File: src/rtl/axi_wr_pkg.sv
// Shared types and helpers for the AXI write-address generator.
package axi_wr_pkg;

  typedef enum logic [1:0] {
    WR_IDLE  = 2'd0,
    WR_WAIT  = 2'd1,
    WR_ISSUE = 2'd2
  } wr_state_e;

  localparam int unsigned MIN_NUM_BUFS = 2;
  localparam int unsigned MAX_NUM_BUFS = 8;

  // Bytes in one line-buffer chunk; width is a whole number of bytes.
  function automatic int unsigned chunk_bytes(input int unsigned depth,
                                              input int unsigned width);
    return (depth * width) / 8;
  endfunction

endpackage

File: src/rtl/axi_wr_pending_tracker.sv
// Per-buffer pending flags: set by full pulses, cleared by command accept,
// with sticky overflow when a pulse lands on a buffer that is still pending.
module axi_wr_pending_tracker
  import axi_wr_pkg::*;
#(
  parameter int unsigned NUM_BUFS = 2
) (
  input  logic                clk,
  input  logic                rst,
  input  logic                clear_i,
  input  logic [NUM_BUFS-1:0] set_i,
  input  logic [NUM_BUFS-1:0] clr_i,
  output logic [NUM_BUFS-1:0] pending_o,
  output logic                overflow_o
);

  logic [NUM_BUFS-1:0] pending_q, pending_d;
  logic                overflow_q, overflow_d;
  logic                ovf_hit;

  // A set on the buffer being accepted in the same cycle is a legal refill,
  // so only pending flags that are not being cleared can overflow.
  assign ovf_hit = |(set_i & pending_q & ~clr_i);

  always_comb begin
    pending_d  = pending_q;
    overflow_d = overflow_q;
    if (clear_i) begin
      pending_d  = '0;
      overflow_d = 1'b0;
    end else begin
      pending_d  = (pending_q & ~clr_i) | set_i;
      overflow_d = overflow_q | ovf_hit;
    end
  end

  always_ff @(posedge clk) begin
    if (rst) begin
      pending_q  <= '0;
      overflow_q <= 1'b0;
    end else begin
      pending_q  <= pending_d;
      overflow_q <= overflow_d;
    end
  end

  assign pending_o  = pending_q;
  assign overflow_o = overflow_q;

endmodule

File: src/rtl/axi_write_addr_gen.sv
// Turns line-buffer full pulses into round-robin AXI write commands that walk
// a ring of contiguous frame stores.
module axi_write_addr_gen
  import axi_wr_pkg::*;
#(
  parameter int unsigned AXIS_ADDR_WIDTH = 32,
  parameter int unsigned DATA_WIDTH      = 24,
  parameter int unsigned BUFFER_DEPTH    = 1024,
  parameter int unsigned NUM_BUFS        = 2,
  parameter int unsigned CHUNK_CNT_W     = 16,
  parameter int unsigned FRAME_CNT_W     = 3,
  localparam int unsigned BUF_ID_W       = (NUM_BUFS > 1) ? $clog2(NUM_BUFS) : 1
) (
  input  logic                       clk,
  input  logic                       rst,
  input  logic                       enable,
  input  logic [AXIS_ADDR_WIDTH-1:0] cfg_base_addr,
  input  logic [CHUNK_CNT_W-1:0]     cfg_num_chunks,
  input  logic [FRAME_CNT_W-1:0]     cfg_num_frames,
  input  logic [NUM_BUFS-1:0]        buf_full,
  output logic                       cmd_valid,
  input  logic                       cmd_ready,
  output logic [AXIS_ADDR_WIDTH-1:0] cmd_addr,
  output logic [BUF_ID_W-1:0]        cmd_buf_id,
  output logic [AXIS_ADDR_WIDTH-1:0] cmd_bytes,
  output logic                       frame_done,
  output logic [FRAME_CNT_W-1:0]     frame_idx,
  output logic                       overflow,
  output logic                       busy,
  output logic [1:0]                 dbg_state
);

  localparam logic [1:0] S_IDLE  = 2'(WR_IDLE);
  localparam logic [1:0] S_WAIT  = 2'(WR_WAIT);
  localparam logic [1:0] S_ISSUE = 2'(WR_ISSUE);

  localparam logic [AXIS_ADDR_WIDTH-1:0] CHUNK_BYTES =
    AXIS_ADDR_WIDTH'(chunk_bytes(BUFFER_DEPTH, DATA_WIDTH));
  localparam logic [BUF_ID_W-1:0] LAST_BUF = BUF_ID_W'(NUM_BUFS - 1);

  logic [1:0]                 state_q, state_d;
  logic [AXIS_ADDR_WIDTH-1:0] base_q, base_d;
  logic [CHUNK_CNT_W-1:0]     num_chunks_q, num_chunks_d;
  logic [FRAME_CNT_W-1:0]     num_frames_q, num_frames_d;
  logic [AXIS_ADDR_WIDTH-1:0] cur_addr_q, cur_addr_d;
  logic [CHUNK_CNT_W-1:0]     chunk_cnt_q, chunk_cnt_d;
  logic [FRAME_CNT_W-1:0]     frame_idx_q, frame_idx_d;
  logic [BUF_ID_W-1:0]        next_buf_q, next_buf_d;
  logic [AXIS_ADDR_WIDTH-1:0] cmd_addr_q, cmd_addr_d;
  logic [BUF_ID_W-1:0]        cmd_buf_id_q, cmd_buf_id_d;
  logic                       frame_done_q, frame_done_d;

  logic [NUM_BUFS-1:0] pending;
  logic [NUM_BUFS-1:0] pend_set;
  logic [NUM_BUFS-1:0] pend_clr;
  logic                pend_clear_all;
  logic                accept;
  logic                last_chunk;
  logic                last_frame;

  // Valid/ready: cmd_valid is a pure function of state, so it never looks at
  // cmd_ready; while valid, payload registers only change on accept.
  assign cmd_valid = (state_q == S_ISSUE);
  assign accept    = cmd_valid & cmd_ready;

  assign last_chunk = (chunk_cnt_q == num_chunks_q - CHUNK_CNT_W'(1));
  assign last_frame = (frame_idx_q == num_frames_q - FRAME_CNT_W'(1));

  assign pend_set = buf_full & {NUM_BUFS{state_q != S_IDLE}};
  assign pend_clr = accept ? (NUM_BUFS'(1) << next_buf_q) : '0;

  axi_wr_pending_tracker #(
    .NUM_BUFS (NUM_BUFS)
  ) u_pending (
    .clk        (clk),
    .rst        (rst),
    .clear_i    (pend_clear_all),
    .set_i      (pend_set),
    .clr_i      (pend_clr),
    .pending_o  (pending),
    .overflow_o (overflow)
  );

  always_comb begin
    state_d        = state_q;
    base_d         = base_q;
    num_chunks_d   = num_chunks_q;
    num_frames_d   = num_frames_q;
    cur_addr_d     = cur_addr_q;
    chunk_cnt_d    = chunk_cnt_q;
    frame_idx_d    = frame_idx_q;
    next_buf_d     = next_buf_q;
    cmd_addr_d     = cmd_addr_q;
    cmd_buf_id_d   = cmd_buf_id_q;
    frame_done_d   = 1'b0;
    pend_clear_all = 1'b0;

    case (state_q)
      S_IDLE: begin
        if (enable) begin
          state_d        = S_WAIT;
          base_d         = cfg_base_addr;
          num_chunks_d   = cfg_num_chunks;
          num_frames_d   = cfg_num_frames;
          cur_addr_d     = cfg_base_addr;
          chunk_cnt_d    = '0;
          frame_idx_d    = '0;
          next_buf_d     = '0;
          pend_clear_all = 1'b1;
        end
      end

      S_WAIT: begin
        if (!enable) begin
          state_d = S_IDLE;
        end else if (pending[next_buf_q]) begin
          state_d      = S_ISSUE;
          cmd_addr_d   = cur_addr_q;
          cmd_buf_id_d = next_buf_q;
        end
      end

      S_ISSUE: begin
        if (accept) begin
          next_buf_d = (next_buf_q == LAST_BUF) ? '0 : next_buf_q + BUF_ID_W'(1);
          if (last_chunk) begin
            chunk_cnt_d  = '0;
            frame_done_d = 1'b1;
            if (last_frame) begin
              frame_idx_d = '0;
              cur_addr_d  = base_q;
            end else begin
              frame_idx_d = frame_idx_q + FRAME_CNT_W'(1);
              cur_addr_d  = cur_addr_q + CHUNK_BYTES;
            end
          end else begin
            chunk_cnt_d = chunk_cnt_q + CHUNK_CNT_W'(1);
            cur_addr_d  = cur_addr_q + CHUNK_BYTES;
          end

          // The buffer after the one just accepted is never the one being
          // cleared, so the registered flag alone decides back-to-back issue.
          if (!enable) begin
            state_d = S_IDLE;
          end else if (pending[next_buf_d]) begin
            cmd_addr_d   = cur_addr_d;
            cmd_buf_id_d = next_buf_d;
          end else begin
            state_d = S_WAIT;
          end
        end
      end

      default: state_d = S_IDLE;
    endcase
  end

  always_ff @(posedge clk) begin
    if (rst) begin
      state_q      <= S_IDLE;
      base_q       <= '0;
      num_chunks_q <= '0;
      num_frames_q <= '0;
      cur_addr_q   <= '0;
      chunk_cnt_q  <= '0;
      frame_idx_q  <= '0;
      next_buf_q   <= '0;
      cmd_addr_q   <= '0;
      cmd_buf_id_q <= '0;
      frame_done_q <= 1'b0;
    end else begin
      state_q      <= state_d;
      base_q       <= base_d;
      num_chunks_q <= num_chunks_d;
      num_frames_q <= num_frames_d;
      cur_addr_q   <= cur_addr_d;
      chunk_cnt_q  <= chunk_cnt_d;
      frame_idx_q  <= frame_idx_d;
      next_buf_q   <= next_buf_d;
      cmd_addr_q   <= cmd_addr_d;
      cmd_buf_id_q <= cmd_buf_id_d;
      frame_done_q <= frame_done_d;
    end
  end

  assign cmd_addr   = cmd_addr_q;
  assign cmd_buf_id = cmd_buf_id_q;
  assign cmd_bytes  = CHUNK_BYTES;
  assign frame_done = frame_done_q;
  assign frame_idx  = frame_idx_q;
  assign busy       = (|pending) | cmd_valid;
  assign dbg_state  = state_q;

endmodule

File: config.mk
export PLATFORM = sky130hd
export DESIGN_NAME = axi_write_addr_gen
export DESIGN_NICKNAME = d
export VERILOG_FILES = /design/src/rtl/axi_wr_pkg.sv /design/src/rtl/axi_wr_pending_tracker.sv /design/src/rtl/axi_write_addr_gen.sv
export SDC_FILE = /design/constraint.sdc
export NUM_CORES = 1
export LEC_CHECK = 0
export CAP_MARGIN = 20
export CORE_UTILIZATION = 48
export CTS_CLUSTER_SIZE = 20
export DETAILED_ROUTE_END_ITERATION = 10
export HOLD_SLACK_MARGIN = 0.06
export PLACE_DENSITY = 0.76
export RECOVER_POWER = 50
export SETUP_SLACK_MARGIN = 0.4
export SYNTH_ARGS = -nofsm -noshare
export SYNTH_HDL_FRONTEND = slang
export SYNTH_SLANG_ARGS = --single-unit
File: constraint.sdc
create_clock -name clk -period 2.85 [get_ports clk]
set_clock_uncertainty 0.15 [all_clocks]
set_input_delay 0.57 -clock clk [delete_from_list [all_inputs] [get_ports clk]]
set_output_delay 0.57 -clock clk [all_outputs]
set_load 0.01 [all_outputs]
==> summary.md <==
| Metric | Value |
|---|---|
| IO Port Bufs | 98 |
| Sequential-to-total area share from yosys stat | between 30% and 40% |
| Drt wl/cell | ~17 um |
| Synth top area share | between 30% and 40% |
| Initial Util | about 49% |
| Syn-to-layout area delta | 34.9% |
| Worst R2R Setup Slack | -0.12 ns |
| FF+latch count, synth | roughly 140 |
| I/O pins | roughly 130 |
| Placed Cells | between 1000 and 1500 |
| Critical path endpoint category | flip-flop |
| Fin. Hold Viols | 0 |
| Worst path slowest cell | or4_1 |
| CTS tree | yes |
| Hold Buf Count CTS | 0 |
| Warnings from Yosys | 0 |
| FF-to-FF Start | num_chunks_q[9] |
| FFs w/ async S/R, synth | 0% |
| VDD IR-drop max | about 0.43 mV |
| Final Non-Filler Cells | about 1300 |
| Final setup vio count | 44 |
| Hold depth | 2 |
| Largest net degree at the start of global routing | 64 |
| F_max | 336 MHz |
| Power per cell area | roughly 500 mW/mm^2 |
| Crit path arrival time | 3.18 ns |
| Main combinational cell family by area after synthesis | simple AND/OR/NAND/NOR gates |
| Min-delay src | base_q[30] |
| Crit-path cells | nor4_4 > buf_4 > nand4_1 > xnor2_1 > nand4b_1 > or4_4 > a21o_1 > or4_1 > a21oi_1 |
| Ant diodes | 0 |
| CP max FO | 6 |
| Pre-antenna DRT Iters | 5 |
| Setup WS post-layout | -0.122 ns |
| Max-cap viol count | 0 |
| Worst-path clk slew | 0.06 ns |
| Final nets | 1138 |
| Standard-cell rows | 45 |
| Static leakage | ~3.8 nW |
| Crit. Startpoint | num_chunks_q[9] |
| Hold Path End | base_q[30] |
| Final instance area | 0.0102 sq mm |
| Post-layout min period | a little under 3 ns |
| Most area-hungry cell type in the Yosys netlist | dfxtp_1 |
| Post-synth top flop | dfxtp_1 |
| Placed cell area | ~0.0088 sq mm |
| Clock sink count | around 140 |
| Initial antenna violation count | 0 |
| Crit start category | flip-flop |
| Routed Antenna Nets | 0 |
| DIE WIDTH | around 130 um |
| Die Y-Extent | approximately 130 um |
| Max stage delay on crit path | 0.50 ns |
| Grt total ovfl | 0 |
| Post-synthesis mux area share | 2.46% |
| CTS max path bufs | 2 |
| Vias in the first global route | slightly below 7000 |
| Post-detail-place hpwl | ~13000 um |
| Global Route Usage Sum | about a quarter |
| Placer congestion estimate | 0.827 |
| Period Utilization, post-route | 104% |
| Worst r2r path cells | 9 |
| Post-Synth Simple-Gate Area | around a quarter |
| Share of cells above drive strength 1 | a little under a fifth |
| Most frequent cell after synthesis | nand2_1 |
| TNS Setup | -1.64 ns |
| Drt drc | 0 |
| Core area | ~0.015 sq mm |
| First-pass GRT wire length | around 34000 um |
| RSZ-0062 raised after global routing | true |
| Overall power | between 5 and 6 mW |
| Synth Area in Adders | less than 1% |
| Via-to-Cell Ratio | 5.61 |
| Headroom to the max-slew limit | about 17% |
| Post-synth EDFFs | 0 |
| First DRT Iteration DRCs | approximately 600 |
| Total Routed Length | ~21000 um |
| Min-Delay Path Class | reg2reg |
| Clock root buffer | clkbuf_16 |
| Synthesized area per cell | around 8 sq um |
| CP Class | reg2reg |
| Synth Area in Compound Gates | 20.5% |
| Status | complete, but fails checks |
| FF-to-FF End | frame_idx[2] |
| WP data required | roughly 3 ns |
| Distinct cells, synth | 70 |
| Failing checks | negative setup slack |
| Worst Max-Slew Pin Slew | about 1.2 ns |
| Synth cell count leaders | nand2_1 (150), dfxtp_1 (142), nor2_1 (106) |
| DIE AREA | ~0.016 sq mm |
| H-tree levels | 4 |
| Top cells by area, synth | dfxtp_1 (38%), nand2_1 (7.5%), a21oi_1 (6.2%) |
| Area of the mapped netlist | about 0.0075 sq mm |
| Via count | just over 7000 |
| Mapped Cells | between 900 and 1000 |
| Fin. max-slew vios | 0 |
| Latest clock arrival within the worst-skew pair | between 0.4 and 0.5 ns |
| CTS buffer count | 17 |
| Post-Synth XOR/XNOR Area | ~5.1% |
[how the worst max path moves through the flow]
stage	depth (start not counted)	slack, ns	to
floorplan	12	-0.1	frame_idx[2]
global placement	10	-0.07	chunk_cnt_q[7]
detailed placement	10	-0.15	chunk_cnt_q[7]
CTS	8	-0.08	frame_idx[2]
global route	13	-0.25	cmd_addr[24]
finish	9	-0.12	frame_idx[2]
[power by group]
part	leakage, nW	switching (mW)	internal [mW]
Combinational	2.41	0.401	0.354
Sequential	1.16	0.0986	2.07
Clock	0.269	0.844	1.29
Total	3.85	1.34	3.72
[logic make-up (layout without fill, tap and decap cells)]
logic type	Yosys count	in the layout
AO/OA/AOI/OAI	237	237
XOR/XNOR	44	44
adder cells (fa/ha/maj)	6	6
buffers and inverters	115	216
flip-flops	142	142
multiplexers	18	18
other	2	32
AND/OR/NAND/NOR	387	391
[cell usage in the layout, fill, tap and decap left out, types with 6 or more instances in the layout]
master	count
a211oi_1	20
a211oi_2	8
a21o_1	11
a21oi_1	92
a311oi_1	17
and3_1	11
buf_4	49
buf_6	16
clkbuf_16	17
clkdlybuf4s50_1	67
conb_1	32
dfxtp_1	135
dlygate4sd3_1	28
inv_1	11
mux2i_1	8
mux2i_4	6
nand2_1	149
nand2b_1	13
nand2b_4	9
nand3_1	13
nand4_1	11
nor2_1	104
nor3_1	14
nor3b_1	8
o211ai_1	21
o21ai_1	8
o22ai_2	9
or3_1	6
xnor2_1	35
xor2_1	6
[metrics by stage]
step                util [%]  hold slack (ns)  setup WS, ns
floorplan                  -            0.281       -0.0996
global placement        57.7            0.289       -0.0683
detailed placement      57.7            0.292        -0.149
CTS                     65.1            0.300       -0.0775
global route            66.6            0.320        -0.247
finish                  66.6            0.300        -0.122
[metal layers]
layer  vias to the layer above  wire, um  GRT usage, %  share of wire [%]
met2                       283     10300          43.1                 48
met5                         -         0             0                  0
met4                         0       396          10.9                1.8
met3                        28      1360          5.61                6.3
met1                      3448      9440          34.8                 44
li1                       3517         -             -                  -
[sequential cells by signal (all words and copies together), names as in the netlist]
signal	flops
cmd_addr	32
cmd_buf_id	1
u_pending.overflow_o	1
num_chunks_q	16
dbg_state	2
u_pending.pending_o	2
num_frames_q	3
base_q	32
cur_addr_q	32
next_buf_q	1
chunk_cnt_q	16
frame_done	1
frame_idx	3
[timing repair]
action                     4_1_cts  5_1_grt
setup buffers                   13        6
cloned                           9        0
resized for setup               94       38
pin swaps                       57       46
setup endpoints to repair       86       85
[final cells by class]
type | count | area [sq um]
timing repair buffer | 172 | 1690
tap | 211 | 264
inverter | 14 | 58.8
clock inverter | 8 | 92.6
clock buffer | 22 | 454
sequential | 142 | 2860
multi-input combinational | 728 | 4740
fill | 1218 | 5100
[critical path: cells and delay by family (launching register included)]
family	cells	cell delay, ns
AND/OR/NAND/NOR	5	1.64
XOR/XNOR	1	0.25
AO/OA/AOI/OAI	2	0.31
flip-flops	1	0.33
buffers and inverters	1	0.20
Note: power is estimated with default switching activity, not from simulation.
